`src/rtl/rr_arbiter8.sv`:
```
// rtl/rr_arbiter8.sv - 8-way fixed-priority / round-robin arbiter with hold timeout
module rr_arbiter8 #(
    parameter int MAX_HOLD = 15
) (
    input  logic       clk,
    input  logic       rst_n,
    input  logic       en,
    input  logic       mode,
    input  logic [7:0] req,
    input  logic       done,
    output logic [7:0] gnt,
    output logic [2:0] a,
    output logic       v,
    output logic       to
);

    localparam logic [0:0] IDLE  = 1'b0;
    localparam logic [0:0] GRANT = 1'b1;
    localparam logic [7:0] HOLD_LIMIT = 8'(MAX_HOLD);

    logic [0:0] state;
    logic [2:0] ptr;
    logic [7:0] cnt;

    logic [2:0] fp_idx;
    logic [2:0] rr_idx;
    logic [2:0] sel_idx;
    logic [2:0] probe;
    logic       rr_found;
    logic       any_req;
    logic       rel_normal;
    logic       rel_timeout;

    // Fixed priority: later (higher) indices overwrite earlier ones.
    always_comb begin
        fp_idx = 3'd0;
        for (int i = 0; i < 8; i++) begin
            if (req[i]) begin
                fp_idx = 3'(i);
            end
        end
    end

    // Round-robin: first asserted request at or above ptr, wrapping 7 -> 0.
    always_comb begin
        rr_idx   = 3'd0;
        rr_found = 1'b0;
        probe    = 3'd0;
        for (int i = 0; i < 8; i++) begin
            probe = ptr + 3'(i);
            if (!rr_found && req[probe]) begin
                rr_found = 1'b1;
                rr_idx   = probe;
            end
        end
    end

    always_comb begin
        any_req     = |req;
        sel_idx     = mode ? rr_idx : fp_idx;
        rel_normal  = done || !req[a] || !en;
        // A cooperative release in the limit cycle wins over the timeout.
        rel_timeout = !rel_normal && (cnt == HOLD_LIMIT);
    end

    always_ff @(posedge clk or negedge rst_n) begin
        if (!rst_n) begin
            state <= IDLE;
            ptr   <= 3'd0;
            cnt   <= 8'd0;
            gnt   <= 8'd0;
            a     <= 3'd0;
            v     <= 1'b0;
            to    <= 1'b0;
        end else begin
            case (state)
                IDLE: begin
                    to <= 1'b0;
                    if (en && any_req) begin
                        state <= GRANT;
                        gnt   <= 8'd1 << sel_idx;
                        a     <= sel_idx;
                        v     <= 1'b1;
                        cnt   <= 8'd1;
                    end else begin
                        gnt <= 8'd0;
                        a   <= 3'd0;
                        v   <= 1'b0;
                        cnt <= 8'd0;
                    end
                end
                GRANT: begin
                    if (rel_normal || rel_timeout) begin
                        state <= IDLE;
                        gnt   <= 8'd0;
                        a     <= 3'd0;
                        v     <= 1'b0;
                        cnt   <= 8'd0;
                        ptr   <= a + 3'd1;
                        to    <= rel_timeout;
                    end else begin
                        cnt <= cnt + 8'd1;
                        to  <= 1'b0;
                    end
                end
                default: begin
                    state <= IDLE;
                    gnt   <= 8'd0;
                    a     <= 3'd0;
                    v     <= 1'b0;
                    cnt   <= 8'd0;
                    to    <= 1'b0;
                end
            endcase
        end
    end

endmodule

```
`config.mk`:
```
export PLATFORM = sky130hd
export DESIGN_NAME = rr_arbiter8
export DESIGN_NICKNAME = d
export VERILOG_FILES = /design/src/rtl/rr_arbiter8.sv
export SDC_FILE = /design/constraint.sdc
export NUM_CORES = 1
export LEC_CHECK = 0
export BUFFER_PORTS_ARGS = -buffer_cell sky130_fd_sc_hd__buf_2
export CAP_MARGIN = 0
export CORE_MARGIN = 10
export CORE_UTILIZATION = 40
export DETAILED_ROUTE_END_ITERATION = 10
export GPL_TIMING_DRIVEN = 0
export SYNTH_ARGS = -nofsm -noshare
export SYNTH_HDL_FRONTEND = slang
export SYNTH_SLANG_ARGS = --single-unit
```
`constraint.sdc`:
```
create_clock -name clk -period 7.1 [get_ports clk]
set_input_delay 1.42 -clock clk [delete_from_list [all_inputs] [get_ports clk]]
set_output_delay 1.42 -clock clk [all_outputs]
set_load 0.1 [all_outputs]
```
==> flow_metrics.tcl, run 1 <==
set metrics [dict create \
    status "complete, no violations" \
    final_common_cell "buf_2" \
    row_count 26 \
    dp_hpwl_um 4130 \
    r2r_cells 12 \
    crit_fanout 10 \
    clock.fmax_mhz 239 \
    seqCellArea_um2 626 \
    tns_ns 0 \
    period_share 0.590 \
    ys_warn_count 0 \
    ys_types 47 \
    crit_path_cell_trace "buf_6, clkbuf_1, inv_1, ha_1, buf_2, mux4_2, or4_1, o41ai_1, a211oi_1, a21oi_1, o21ai_0, a32o_1" \
    timing.rr.start "ptr[1]" \
    r2r_slack_ns 2.91 \
    critPathSlowestCell "mux4_2" \
    cts-buffers-inserted 3 \
    worst_path_largest_cell_delay_ns 0.60 \
    track_usage 0.123 \
    antenna_left 0 \
    holdPathEnd "gnt[0]" \
    route.detailed.drc 0 \
    io-pin-count 26 \
    routabilityCongestion 0.883 \
    fin_crit_ns 4.19 \
    cts_hold_buffers 0 \
    core_area_mm2 0.00514 \
    grt_pass1_wl_um 8860 \
    slew_headroom 0.491 \
    critical_path_class "reg2reg" \
    area_growth_pct 11.9 \
    numClockSinks 25 \
    syn-num-nets 228 \
    nFillCells 542 \
    critPathCaptureType "flop" \
    vias_per_cell 5.80 \
    worstSetupStartpointType "flop" \
    hold_start "gnt[0]" \
    wl_per_cell_um 17.2 \
    synth_ff_type "dfrtp_1" \
    cts_setup_buffers 0 \
    r2r_end "gnt[6]" \
    syn_inst 211 \
    antenna_found_initial 0 \
    overflow 0 \
    timing.final.ws_setup_ns 2.91 \
    maxCapViolations 0 \
    cts_resized 0 \
    drt-total-wl_um 5310 \
    nets 257 \
    tritoncts "done" \
    clock-skew-final_ns 0.00263 \
    leakage_nw 1.00 \
    clk_latency_ns 0.26 \
    start_util 0.413 \
    firstDrtPassIters 4 \
    grt_pass1_vias 1766 \
    cts-root-buf "clkbuf_8" \
    dr_total_vias 1792 \
    clock_path_buffers 2 \
    crit_buf_inv 4 \
    hold_viol_final 0 \
    setup_violations 0 \
    final-max-slew-violation-count 0 \
    ys_seq_area_frac 0.294 \
    die_h_um 92.9 \
    die_area_mm2 0.00863 \
    powerDensity_mw_per_mm2 434 \
    ys_ff_latch 25 \
    tightest_slew_ns 0.761 \
    place_ws_ns 2.99 \
    worst-endpoint-arrival_ns 4.35 \
    layout_common_cells "buf_2, dfrtp_1, nor2_1, nand2_1, mux4_2" \
    drive_gt1_frac 0.251 \
    cp.required_ns 7.26 \
    avgSynthCellArea_um2 10.1 \
    total_power_mw 1.03 \
    path_delay_family "compound AO/OA/AOI/OAI gates" \
    rsz0062_at_grt "no" \
    grt_max_degree 26 \
    drtIter0Drc 98 \
    clkTransAtPathRegs_ns 0.09 \
    syn_area_mm2 0.00212 \
    vdd_drop_max_mv 0.245 \
    io_buffers 24 \
    synth-async-reset-ratio 1.00 \
    hp-class "reg2reg" \
    htreeDepth 1 \
    multiInputGateArea_mm2 0.00140 \
    synth_edf_count 0 \
    antenna_cells 0 \
    die_x_um 92.9 \
    min_path_cells 2 \
]
==> power by group <==
group / switching (mW) / leakage (nW) / internal (mW) / total (mW)
clock: 0.0436 / 0.0228 / 0.0401 / 0.0837
combinational: 0.463 / 0.642 / 0.296 / 0.759
sequential: 0.0225 / 0.336 / 0.166 / 0.189
total: 0.529 / 1.00 / 0.503 / 1.03
==> worst register-to-register path: stages, from the launching register on <==
cell	delay, ns
dfrtp_1	0.37
buf_6	0.14
clkbuf_1	0.41
inv_1	0.18
ha_1	0.30
buf_2	0.21
mux4_2	0.60
or4_1	0.53
o41ai_1	0.45
a211oi_1	0.10
a21oi_1	0.20
o21ai_0	0.26
a32o_1	0.32
==> synth_stat cells (all sizes together) (3+ instances only) <==
cell / n / area, um2
buf: 5 / 37.5
and3: 3 / 18.8
a21o: 3 / 22.5
nand3: 5 / 25.0
o21ai: 8 / 40.0
a21oi: 8 / 40.0
clkbuf: 9 / 33.8
o31ai: 5 / 37.5
mux2: 9 / 101
nand2b: 3 / 18.8
a22o: 3 / 26.3
inv: 7 / 26.3
mux2i: 10 / 100
nor2: 19 / 71.3
ha: 4 / 50.1
dfrtp: 25 / 626
xor2: 4 / 35.0
or4: 3 / 22.5
nand2: 19 / 71.3
a32o: 5 / 50.1
or2: 3 / 18.8
mux4: 16 / 372
xnor2: 5 / 43.8
==> layer usage <==
| metal | routed length [um] | vias up | share of wire | track usage |
|---|---|---|---|---|
| li1 | - | 865 | - | - |
| met1 | 2590 | 898 | 0.49 | 0.164 |
| met2 | 2460 | 25 | 0.46 | 0.195 |
| met3 | 215 | 4 | 0.041 | 0.0258 |
| met4 | 42 | 0 | 0.0079 | 0.0321 |
| met5 | 0 | - | 0 | 0 |
==> metrics by stage <==
stage,util,cell area [um2],std cells,hold WS (ns)
detailed placement,0.454,2330,305,0.464
floorplan,-,2120,211,0.453
CTS,0.463,2380,309,0.486
global route,0.463,2380,309,0.518
global placement,0.454,2330,305,0.458
finish,0.463,2380,309,0.483
==> registers in the layout, indices dropped and copies added, names as in the netlist <==
register	cells
state	1
ptr	3
gnt	8
cnt	8
v	1
a	3
to	1
==> cell type report <==
| type | instances | share of cell area |
|---|---|---|
| plain buffers | 14 | 0.0300 |
| repair buffers | 24 | 0.0505 |
| flip-flops and latches | 25 | 0.263 |
| well taps | 70 | 0.0368 |
| clock buffers | 4 | 0.0189 |
| inverters | 7 | 0.0111 |
| multi-input cells | 165 | 0.589 |
==> worst max-delay path by stage <==
stage           start      to  slack (ns)  depth (start not counted)
2_1_floorplan  req[3]  gnt[6]        3.47                          7
3_3_place_gp   ptr[1]  gnt[6]        3.00                         12
3_5_place_dp   req[6]  gnt[6]        2.99                          9
4_1_cts        ptr[1]  gnt[6]        2.98                         12
5_1_grt        ptr[1]  gnt[6]        2.70                         12
6_report       ptr[1]  gnt[6]        2.91                         12
==> kinds of logic after synthesis <==
family                   after synthesis  synth area share
AND/OR/NAND/NOR                       68             0.160
AO/OA/AOI/OAI                         49             0.170
multiplexers                          35             0.270
flip-flops                            25             0.294
buffers and inverters                 21            0.0459
XOR/XNOR                               9            0.0371
adder cells (fa/ha/maj)                4            0.0236
(Power assumes the default switching activity.)
==> inputs of run 2 (changes only) <==
- ABC_AREA: unset -> 1
- clock period: 7.1 -> 3.82 ns (I/O delays scaled with it)
==> run 2 against run 1 <==
- register-to-register slack worse by 2.0 ns
- non-clock buffer count decreased by 8
- clock power grew 84%
- critical endpoint is now gnt[3]
==> flow_metrics.tcl, run 2 <==
set metrics [dict create \
    total_power_mw 2.22 \
    tritoncts "done" \
    htreeDepth 1 \
    ys_warn_count 0 \
    ys_ff_latch 25 \
    powerDensity_mw_per_mm2 947 \
    leakage_nw 1.24 \
    timing.rr.start "ptr[0]" \
    firstDrtPassIters 4 \
    place_area_mm2 0.00230 \
    nets 345 \
    syn-num-nets 315 \
    antenna_found_initial 0 \
    slew_headroom 0.628 \
    clk_latency_ns 0.26 \
    tns_ns 0 \
    grt_pass1_vias 1984 \
    routabilityCongestion 0.910 \
    final-max-slew-violation-count 0 \
    core_area_mm2 0.00507 \
    dp.cells 393 \
    synth.area.top_cells "dfrtp_1, nand2_1, nand3_1" \
    synth_top_area_share 0.299 \
    synth_edf_count 0 \
    cts-root-buf "clkbuf_8" \
    die_area_mm2 0.00852 \
    row_count 26 \
    critPathSlowestCell "dfrtp_1" \
    clock-skew-final_ns 0.00358 \
    io-pin-count 26 \
    syn_inst 298 \
    instances_no_fill 397 \
    cp.required_ns 3.98 \
    finish.instance_area_mm2 0.00235 \
    cts_setup_buffers 0 \
    synth-async-reset-ratio 1.00 \
    drive_gt1_frac 0.239 \
    synth_largest_area_cell "dfrtp_1" \
    rsz0062_at_grt "no" \
    worst-endpoint-arrival_ns 3.04 \
    clock_path_buffers 2 \
    synth.most_common_cell "nand2_1" \
    die_h_um 92.3 \
    critical_path_class "reg2reg" \
    clock.fmax_mhz 348 \
    route.detailed.drc 0 \
    maxCapViolations 0 \
    final_common_cell "nand2_1" \
    die_x_um 92.3 \
    numClockSinks 25 \
    crit_buf_inv 4 \
    crit_fanout 10 \
    ys_types 39 \
    ys_seq_area_frac 0.299 \
    overflow 0 \
    synthTopCellsByCount "nand2_1, nand3_1, nor2_1" \
    timing.final.ws_setup_ns 0.945 \
    start_util 0.412 \
    vias_per_cell 4.93 \
    hold_viol_final 0 \
    cts_resized 0 \
    critPathCaptureType "flop" \
    area_growth_pct 12.3 \
    fin_crit_ns 2.88 \
    avgSynthCellArea_um2 7.02 \
    dp_hpwl_um 4140 \
    cts-buffers-inserted 3 \
    period_share 0.753 \
    setup_violations 0 \
    place_ws_ns 0.949 \
    fin_util 0.463 \
    layout_common_cells "nand2_1, nand3_1, nor2_1" \
    hp-class "in2async" \
    worstSetupStartpointType "flop" \
    top_regs "cnt: 8 flops, gnt: 8 flops" \
    whs_ns 0.477 \
    status "complete, no violations" \
    grt_max_degree 26 \
    critPathLaunch "ptr[0]" \
    r2r_cells 19 \
    io_buffers 25 \
    grt_pass1_wl_um 8970 \
    track_usage 0.124 \
    dr_total_vias 1956 \
    vdd_drop_max_mv 0.523 \
    syn_area_mm2 0.00209 \
    worst_path_largest_cell_delay_ns 0.47 \
    drtIter0Drc 74 \
    clkTransAtPathRegs_ns 0.08 \
    crit_path_cell_trace "inv_2, buf_6, ha_1, inv_1, nand3_1, nand3_1, nand2_2, nor2_4, nand4_4, nor2_8, nand2_2, nand2_1, nand2_1, nand3_2, nand2_2, nand2_2, inv_2, nand2_1, nand2_1" \
    synth_ff_type "dfrtp_1" \
    nFillCells 547 \
    wl_per_cell_um 12.8 \
    r2r_end "gnt[3]" \
    antenna_cells 0 \
    cts_hold_buffers 0 \
    r2r_slack_ns 0.94 \
    drt-total-wl_um 5080 \
    path_delay_family "simple AND/OR/NAND/NOR gates" \
    tightest_slew_ns 0.558 \
    antenna_left 0 \
]
run 2: where the power goes:
part / internal (mW) / switching (mW)
Clock: 0.0745 / 0.0797
Sequential: 0.314 / 0.0418
Combinational: 0.483 / 1.23
Total: 0.872 / 1.35
run 2: area by class of cell:
cell class              instances  area [um2]  area share
inverters                      33         124      0.0527
well taps                      70        87.6      0.0373
repair buffers                 25         125      0.0533
plain buffers                   5        42.5      0.0181
clock buffers                   4        45.0      0.0192
flip-flops and latches         25         626       0.266
multi-input cells             235        1300       0.553
run 2: worst max-delay path by stage:
stage / endpoint / depth (start not counted)
final: gnt[3] / 19
after global routing: gnt[2] / 19
after CTS: gnt[3] / 19
after detailed placement: gnt[3] / 19
after global placement: gnt[3] / 19
after floorplan: gnt[2] / 19
run 2: per-layer routing:
layer	global-route usage	vias to the layer above	share of wire
met2	0.225	30	0.51
li1	-	1027	-
met1	0.146	893	0.44
met3	0.0218	6	0.041
met4	0.0308	0	0.010
met5	0	-	0
run 2: kinds of logic (layout without fill, tap and decap cells):
logic type / Yosys count / count (layout) / share of synthesized area
buffers and inverters: 38 / 67 / 0.0796
AO/OA/AOI/OAI: 29 / 29 / 0.0868
XOR/XNOR: 8 / 8 / 0.0407
adder cells (fa/ha/maj): 4 / 4 / 0.0239
AND/OR/NAND/NOR: 194 / 194 / 0.470
flip-flops: 25 / 25 / 0.299
